==> config.mk <==
export PLATFORM = sky130hd
export DESIGN_NAME = riscv_fetch_unit
export DESIGN_NICKNAME = d
export VERILOG_FILES = /design/src/rtl/riscv_fetch_pkg.sv /design/src/rtl/riscv_fetch_fifo.sv /design/src/rtl/riscv_fetch_unit.sv
export SDC_FILE = /design/constraint.sdc
export NUM_CORES = 1
export LEC_CHECK = 0
export ABC_AREA = 0
export CAP_MARGIN = 20
export CORE_ASPECT_RATIO = 0.9
export CORE_MARGIN = 2
export CORE_UTILIZATION = 46
export CTS_CLUSTER_SIZE = 16
export DETAILED_ROUTE_END_ITERATION = 16
export PLACE_DENSITY_LB_ADDON = 0.12
export REMOVE_ABC_BUFFERS = 1
export SLEW_MARGIN = 20
export SYNTH_ARGS = -nofsm -noshare
export SYNTH_HDL_FRONTEND = slang
export SYNTH_HIERARCHICAL = 1
export SYNTH_SLANG_ARGS = --single-unit
==> constraint.sdc <==
create_clock -name clk -period 10.6 [get_ports clk]
set_input_delay 2.12 -clock clk [delete_from_list [all_inputs] [get_ports clk]]
set_output_delay 2.12 -clock clk [all_outputs]
set_load 0.01 [all_outputs]
==> src/rtl/riscv_fetch_pkg.sv <==
// Shared constants, entry layout and width helper for the riscv instruction-fetch front end.
// Optional feature macro used by the top: RISCV_FETCH_MISALIGN_EN.
package riscv_fetch_pkg;

  localparam int                  DEF_XLEN     = 32;
  localparam int                  PC_STEP      = 4;
  localparam logic [DEF_XLEN-1:0] DEF_RESET_PC = '0;

  typedef struct packed {
    logic                misalign;
    logic [DEF_XLEN-1:0] pc;
    logic [DEF_XLEN-1:0] instr;
  } fetch_entry_t;

  // Width able to hold 0..depth inclusive (counts and credits).
  function automatic int cnt_width(input int depth);
    return $clog2(depth) + 1;
  endfunction

endpackage

==> src/rtl/riscv_fetch_fifo.sv <==
// Synchronous prefetch FIFO with flush; a push in the flush cycle lands as the sole new entry.
module riscv_fetch_fifo
  import riscv_fetch_pkg::*;
#(
  parameter int DEPTH = 4,
  parameter int WIDTH = 65
) (
  input  logic                        clk,
  input  logic                        reset,
  input  logic                        push,
  input  logic [WIDTH-1:0]            wdata,
  input  logic                        pop,
  input  logic                        flush,
  output logic [WIDTH-1:0]            rdata,
  output logic [cnt_width(DEPTH)-1:0] count
);

  localparam int PW = $clog2(DEPTH);
  localparam int CW = cnt_width(DEPTH);

  logic [WIDTH-1:0] mem [DEPTH];
  logic [PW-1:0]    wptr_q;
  logic [PW-1:0]    rptr_q;
  logic [PW-1:0]    waddr;

  assign waddr = flush ? '0 : wptr_q;
  assign rdata = mem[rptr_q];

  always_ff @(posedge clk) begin
    if (push) mem[waddr] <= wdata;
  end

  always_ff @(posedge clk or posedge reset) begin
    if (reset) begin
      wptr_q <= '0;
      rptr_q <= '0;
      count  <= '0;
    end else if (flush) begin
      rptr_q <= '0;
      wptr_q <= push ? PW'(1) : '0;
      count  <= push ? CW'(1) : '0;
    end else begin
      if (push) wptr_q <= wptr_q + PW'(1);
      if (pop)  rptr_q <= rptr_q + PW'(1);
      case ({push, pop})
        2'b10:   count <= count + CW'(1);
        2'b01:   count <= count - CW'(1);
        default: ;
      endcase
    end
  end

endmodule

==> src/rtl/riscv_fetch_unit.sv <==
// Instruction-fetch front end: in-order imem requests, prefetch FIFO, redirect with flush.
// Define RISCV_FETCH_MISALIGN_EN to turn misaligned redirect targets into a marker entry.
module riscv_fetch_unit
  import riscv_fetch_pkg::*;
#(
  parameter int              XLEN       = DEF_XLEN,
  parameter logic [XLEN-1:0] RESET_PC   = XLEN'(DEF_RESET_PC),
  parameter int              FIFO_DEPTH = 4
) (
  input  logic            clk,
  input  logic            reset,
  output logic            imem_req,
  output logic [XLEN-1:0] imem_addr,
  input  logic            imem_gnt,
  input  logic            imem_rvalid,
  input  logic [XLEN-1:0] imem_rdata,
  input  logic            redirect_valid,
  input  logic [XLEN-1:0] redirect_pc,
  output logic            fetch_valid,
  input  logic            fetch_ready,
  output logic [XLEN-1:0] fetch_pc,
  output logic [XLEN-1:0] fetch_instr,
  output logic            fetch_misalign
);

  localparam int              CW   = cnt_width(FIFO_DEPTH);
  localparam int              EW   = 2 * XLEN + 1;
  localparam logic [XLEN-1:0] STEP = XLEN'(PC_STEP);

  logic [XLEN-1:0] pc_q, pc_tag_q, target;
  logic [CW-1:0]   outstanding_q, outstanding_d, discard_q, fifo_count;
  logic [CW:0]     credit_used;
  logic            halted_q, fire, push, pop, target_misalign;
  logic [EW-1:0]   push_data, head;

`ifdef RISCV_FETCH_MISALIGN_EN
  assign target          = redirect_pc;
  assign target_misalign = |redirect_pc[1:0];
`else
  assign target          = redirect_pc & ~XLEN'(3);
  assign target_misalign = 1'b0;
`endif

  // Credit covers in-flight requests plus buffered entries, so every response has a FIFO slot.
  assign credit_used = {1'b0, outstanding_q} + {1'b0, fifo_count};
  assign imem_req    = !reset && !redirect_valid && !halted_q &&
                       (credit_used < (CW+1)'(FIFO_DEPTH));
  assign imem_addr   = pc_q;
  assign fire        = imem_req && imem_gnt;

  // Handshakes: imem transfers when imem_req && imem_gnt; decode takes the head when
  // fetch_valid && fetch_ready, except in a redirect cycle where that pop is void.
  assign pop = fetch_valid && fetch_ready && !redirect_valid;

  always_comb begin
    outstanding_d = outstanding_q;
    if (fire && !imem_rvalid)      outstanding_d = outstanding_q + CW'(1);
    else if (!fire && imem_rvalid) outstanding_d = outstanding_q - CW'(1);
  end

  always_comb begin
    push      = 1'b0;
    push_data = {1'b0, pc_tag_q, imem_rdata};
    if (redirect_valid) begin
      push      = target_misalign;
      push_data = {target_misalign, target, {XLEN{1'b0}}};
    end else if (imem_rvalid && discard_q == '0) begin
      push = 1'b1;
    end
  end

  always_ff @(posedge clk or posedge reset) begin
    if (reset) begin
      pc_q          <= RESET_PC;
      pc_tag_q      <= RESET_PC;
      outstanding_q <= '0;
      discard_q     <= '0;
      halted_q      <= 1'b0;
    end else begin
      outstanding_q <= outstanding_d;
      if (redirect_valid) begin
        // Everything still in flight after this cycle belongs to the old path.
        pc_q      <= target;
        pc_tag_q  <= target;
        discard_q <= outstanding_d;
        halted_q  <= target_misalign;
      end else begin
        if (fire) pc_q <= pc_q + STEP;
        if (imem_rvalid) begin
          if (discard_q != '0) discard_q <= discard_q - CW'(1);
          else                 pc_tag_q  <= pc_tag_q + STEP;
        end
      end
    end
  end

  riscv_fetch_fifo #(
    .DEPTH (FIFO_DEPTH),
    .WIDTH (EW)
  ) u_fifo (
    .clk   (clk),
    .reset (reset),
    .push  (push),
    .wdata (push_data),
    .pop   (pop),
    .flush (redirect_valid),
    .rdata (head),
    .count (fifo_count)
  );

  assign fetch_valid    = (fifo_count != '0);
  assign fetch_pc       = fetch_valid ? head[2*XLEN-1:XLEN] : '0;
  assign fetch_instr    = fetch_valid ? head[XLEN-1:0] : '0;
  assign fetch_misalign = fetch_valid && head[EW-1];

  rvalid_without_request: assert property (@(posedge clk) disable iff (reset)
    !(imem_rvalid && outstanding_q == '0));

endmodule

[After elaboration in Yosys (flattened, before gate mapping)]
Memories as Yosys holds them, arrays and structs flattened.
Index checks and enable logic that the tools add are counted.
Storage, ports and cells
  register bits: 77
  RAM bits: 256
  output and inout port bits: 99
  word-level logic and storage cells: 72
  memories: 1
Cells by class
  add/subtract/negate cells: 10
  $lt $le $gt $ge: 1
  eq/ne operators: 3
  muxes and demuxes: 26
  reduce and logical (&&, ||, !) cells: 24
Memory list
  u_fifo.mem: depth 4, width 64, rd ports 1, clocked after memory_dff 0, wr ports 1, RTL line riscv_fetch_fifo.sv:21  | logic [WIDTH-1:0] mem [DEPTH];
Operators with widths (number)
  $mux 32: 7
  $add 32x3->32 const B: 2
  $mux 64: 1
  $mux 3: 6
  $mux 2: 5
  $reduce_bool 2->1: 5
  $reduce_bool 3->1: 3
  $sub 3x1->3 const B: 3
  $logic_and 1x1->1: 8
  $add 3x1->3 const B: 2
  $mux 1: 6
  $pmux 3 s2: 1
  $add 2x1->2 const B: 2
  $add 3x3->4: 1
  $logic_not 1->1: 4
  $lt 4x3->1 const B: 1
  $reduce_and 2->1: 2
  $logic_not 3->1: 1
  $eq 2x1->1 const B: 1
  $eq 2x2->1 const B: 1
  $ne 2x2->1 const B: 1
  $logic_and 1x1->1 const B: 1

[Logic depth before layout (Yosys ltp)]
  depth in word-level cells: 9
  gate-level depth with buffers: 10

[Hierarchy]
Netlist, hierarchy kept.
By module, submodules not included
  riscv_fetch_fifo: times used 1, cells an instance 379, area an instance 9808.2 um2
  riscv_fetch_unit: times used 1, cells an instance 577, area an instance 4732.0 um2

[Worst setup path after synthesis]
Ideal clock, no wire load.
  path kind: input port to flip-flop
  from: input redirect_valid
  to: memory u_fifo/mem[2][0] (netlist bit), enable pin
  setup time: 0.650 ns
  data arrival time: 8.887 ns
  path slack: 1.063 ns
  stages: 4
  cell sequence: clkbuf_1 nor2_1 buf_2 nor4bb_1
On the way
  word-level cells in the longest chain between the ends: 3
  elaborated cells on any way between the ends: 4
  classes of those cells: mux: 4
RTL lines
  start: declaration: RTL line riscv_fetch_unit.sv:17  | input logic redirect_valid,
  $mux 1: RTL line riscv_fetch_unit.sv:64  | if (redirect_valid) begin
  named net push: RTL line riscv_fetch_unit.sv:33  | logic halted_q, fire, push, pop, target_misalign;
  $mux 1: RTL line riscv_fetch_fifo.sv:30  | if (push) mem[waddr] <= wdata;
  $mux 1 (implied by the code): RTL line riscv_fetch_fifo.sv:30
  end: declaration: RTL line riscv_fetch_fifo.sv:21
The timed path passes the listed nets, and every way through them passes these cells.

[Worst setup path in the final report]
  from: input reset
  to: output imem_req
On the way
  word-level cells in the longest chain between the ends: 3
RTL lines
  start: declaration: RTL line riscv_fetch_unit.sv:11  | input logic reset,
  $logic_not 1->1 (no source line)
  $logic_and 1x1->1 (2 in a row): RTL line riscv_fetch_unit.sv:46  | assign imem_req = !reset && !redirect_valid && !halted_q &&
  end: declaration: RTL line riscv_fetch_unit.sv:12  | output logic imem_req,
Every way passes these cells.

==> metrics.yaml <==
clocking:
  clk_latency_ps: 520
  path_clk_slew_ps: 60
  htreeDepth: 2
  cts_resized: 0
  root_buffer: "clkbuf_16"
  cts_tree: "built"
  cts_hold_buf: 0
  cts_buffer_depth: 3
  postCtsSetupBuffers: 0
  cts_inserted_buffers: 35
  cts_num_sinks: 333
floorplan:
  core_area_sq_um: 31000
  ios: 169
  die_y_um: 173
  rows: 61
  chipWidth_um: 191
  initial_core_util: 0.469
  dieArea_sq_um: 33000
critical_path:
  path_max_fanout: 3
  cp.depth: 4
  critical_path.max_stage_delay_ps: 530
  r2r_start: "discard_q[0]"
  cp.arrival_ps: 3660
  path_common_cell: "clkdlybuf4s50_1"
  start_kind: "primary input"
  crit_start: "reset"
  critical_path_class: "primary input to primary output"
  crit_path_cell_trace: "clkdlybuf4s50_1, nor4_2, and3_1, clkdlybuf4s50_1"
  crit_required_ps: 8480
  cpMaxStageDelayCell: "clkdlybuf4s50_1"
  crit_buf_inv: 2
  r2r_cells: 7
  path_delay_family: "buffers and inverters"
  r2r_slack_ps: 7640
  reg2reg_to: "u_fifo/mem[0][16]"
  critPathCaptureType: "primary output"
  endpoint: "imem_req"
placement:
  place_ws_ps: 4820
  port_buffers: 164
  gp_congestion: 0.787
  dp_cells: 1509
  hpwl_um: 19700
timing:
  fin_skew_ps: 12.1
  slew_headroom: 0.347
  fin_hold_ws_ps: 486
  setup_viol: 0
  layout_setup_ws_ps: 4820
  final_hold_viol_count: 0
  fin_crit_sh: 0.545
  fmax_ghz: 0.173
  slew_violations: 0
  rsz0062_at_grt: "false"
  finalSetupTns_ps: 0
  tightest_slew_ps: 975
  period_minus_slack_ps: 5780
route:
  ant_nets: 0
  initialDrtViolationCount: 658
  totalWireLength_um: 32400
  vias: 8558
  wire_per_inst_um: 20.6
  drt_pass1_iterations: 5
  drc: 0
  routed_via_density: 5.45
worst_hold_path:
  holdCritPathClass: "flip-flop to flip-flop"
flow_run:
  drv_cap: 0
logic_synthesis:
  synthArstFlopShare: 0.219
  syn_area_sq_um: 14500
  yosysWarningCount: 6
  synth_edf_count: 260
  ys_types: 55
  ys.flop_type: "edfxtp_1"
  seq_area_frac_synth: 0.663
  syn-instance-count: 956
  avgSynthCellArea_sq_um: 15.2
  synth-seq-cells: 333
cells_and_area:
  layout_common_cells: "edfxtp_1 (260), clkdlybuf4s50_1 (163), dfrtp_1 (71)"
  nFillCells: 2497
  nets: 1216
  antenna_cells: 0
  multi_input_area_sq_um: 4560
  instances_no_fill: 1571
  final_common_cell: "edfxtp_1"
  syn2layout_area_growth_pct: 22.6
  ff_latch_area_sq_um: 9640
  drive_gt1_frac: 0.145
grt:
  track_usage: 0.198
  grt_pass1_vias: 8603
  antenna_found_initial: 0
  grt_max_degree: 71
  grt_pass1_wl_um: 50300
  overflow: 0
run_status:
  outcome: "finished, final reports clean"
power_and_ir_drop:
  vdd_drop_max_uv: 141
  power.density_nw_per_um2: 195
  leakagePower_nw: 6.10
[worst min path at each step]
stage | from | to | cells after the start
floorplan | pc_tag_q[18] | pc_tag_q[18] | 1
global placement | pc_tag_q[18] | pc_tag_q[18] | 1
detailed placement | pc_tag_q[18] | pc_tag_q[18] | 1
CTS | pc_tag_q[18] | pc_tag_q[18] | 1
global route | pc_tag_q[18] | pc_tag_q[18] | 1
finish | pc_tag_q[18] | pc_tag_q[18] | 1
[registers in the layout, summed over array words and instances (netlist names)]
name	flops
discard_q	3
imem_addr	30
outstanding_q	3
pc_tag_q	30
u_fifo/count	3
u_fifo/mem	260
u_fifo/rptr_q	2
u_fifo/wptr_q	2
[final cells by class]
| type | instances | area share |
|---|---|---|
| clock buffers | 44 | 0.0551 |
| clock inverters | 18 | 0.0132 |
| inverters | 34 | 0.00716 |
| multi-input cells | 552 | 0.256 |
| flip-flops and latches | 333 | 0.541 |
| well taps | 409 | 0.0287 |
| repair buffers | 181 | 0.0991 |
[cells by family (layout without fill, tap and decap cells)]
family,after synthesis,count (layout),share of synthesized area
AO/OA/AOI/OAI,110,110,0.0464
XOR/XNOR,40,40,0.0241
adder cells (fa/ha/maj),9,9,0.00826
buffers and inverters,84,277,0.0300
flip-flops,333,333,0.663
multiplexers,79,79,0.111
other,1,14,0.000258
AND/OR/NAND/NOR,300,300,0.117
[report_power, final]
group	internal [W]	switching, W
clock	0.000783	0.000498
sequential	0.00148	0.0000646
combinational	0.000334	0.000310
total	0.00260	0.000872
[metrics by stage]
stage	total power, W	area (sq um)	utilization
after CTS	0.00352	17800	0.575
after detailed placement	0.00223	16600	0.536
after floorplan	0.00190	14300	-
final	0.00347	17800	0.575
after global placement	0.00222	16600	0.536
after global routing	0.00363	17800	0.575
[Yosys cell counts, drive strengths merged, types with 2 or more instances]
cell    number  area [sq um]
xnor2       27           236
o21a         5          37.5
dfrtp       73          1830
o211ai      18           135
mux2i        4          40.0
nand2b       5          31.3
or4          2          15.0
ha           8           100
xor2        13           114
a31oi        4          25.0
o21ai       54           270
a31o         2          17.5
o311ai       5          43.8
buf         24           211
a21boi       7          52.6
inv         34           128
or3          6          37.5
nand2       55           206
and2        68           425
nor4         7          65.1
nand3       27           153
mux4        65          1460
a211oi       4          30.0
nand4       27           190
nor2        37           139
and3         9          57.6
clkbuf      26          97.6
a21oi        9          45.0
nor3b        4          30.0
nand3b       2          15.0
nor2b       33           206
and4         5          43.8
nor3        10          61.3
mux2        10           113
edfxtp     260          7810
[routing by layer]
layer / global-route usage / share of wire
met5: 0 / 0
met4: 0.0532 / 0.021
met3: 0.0333 / 0.052
met2: 0.310 / 0.47
met1: 0.290 / 0.45
(Power assumes the default switching activity.)
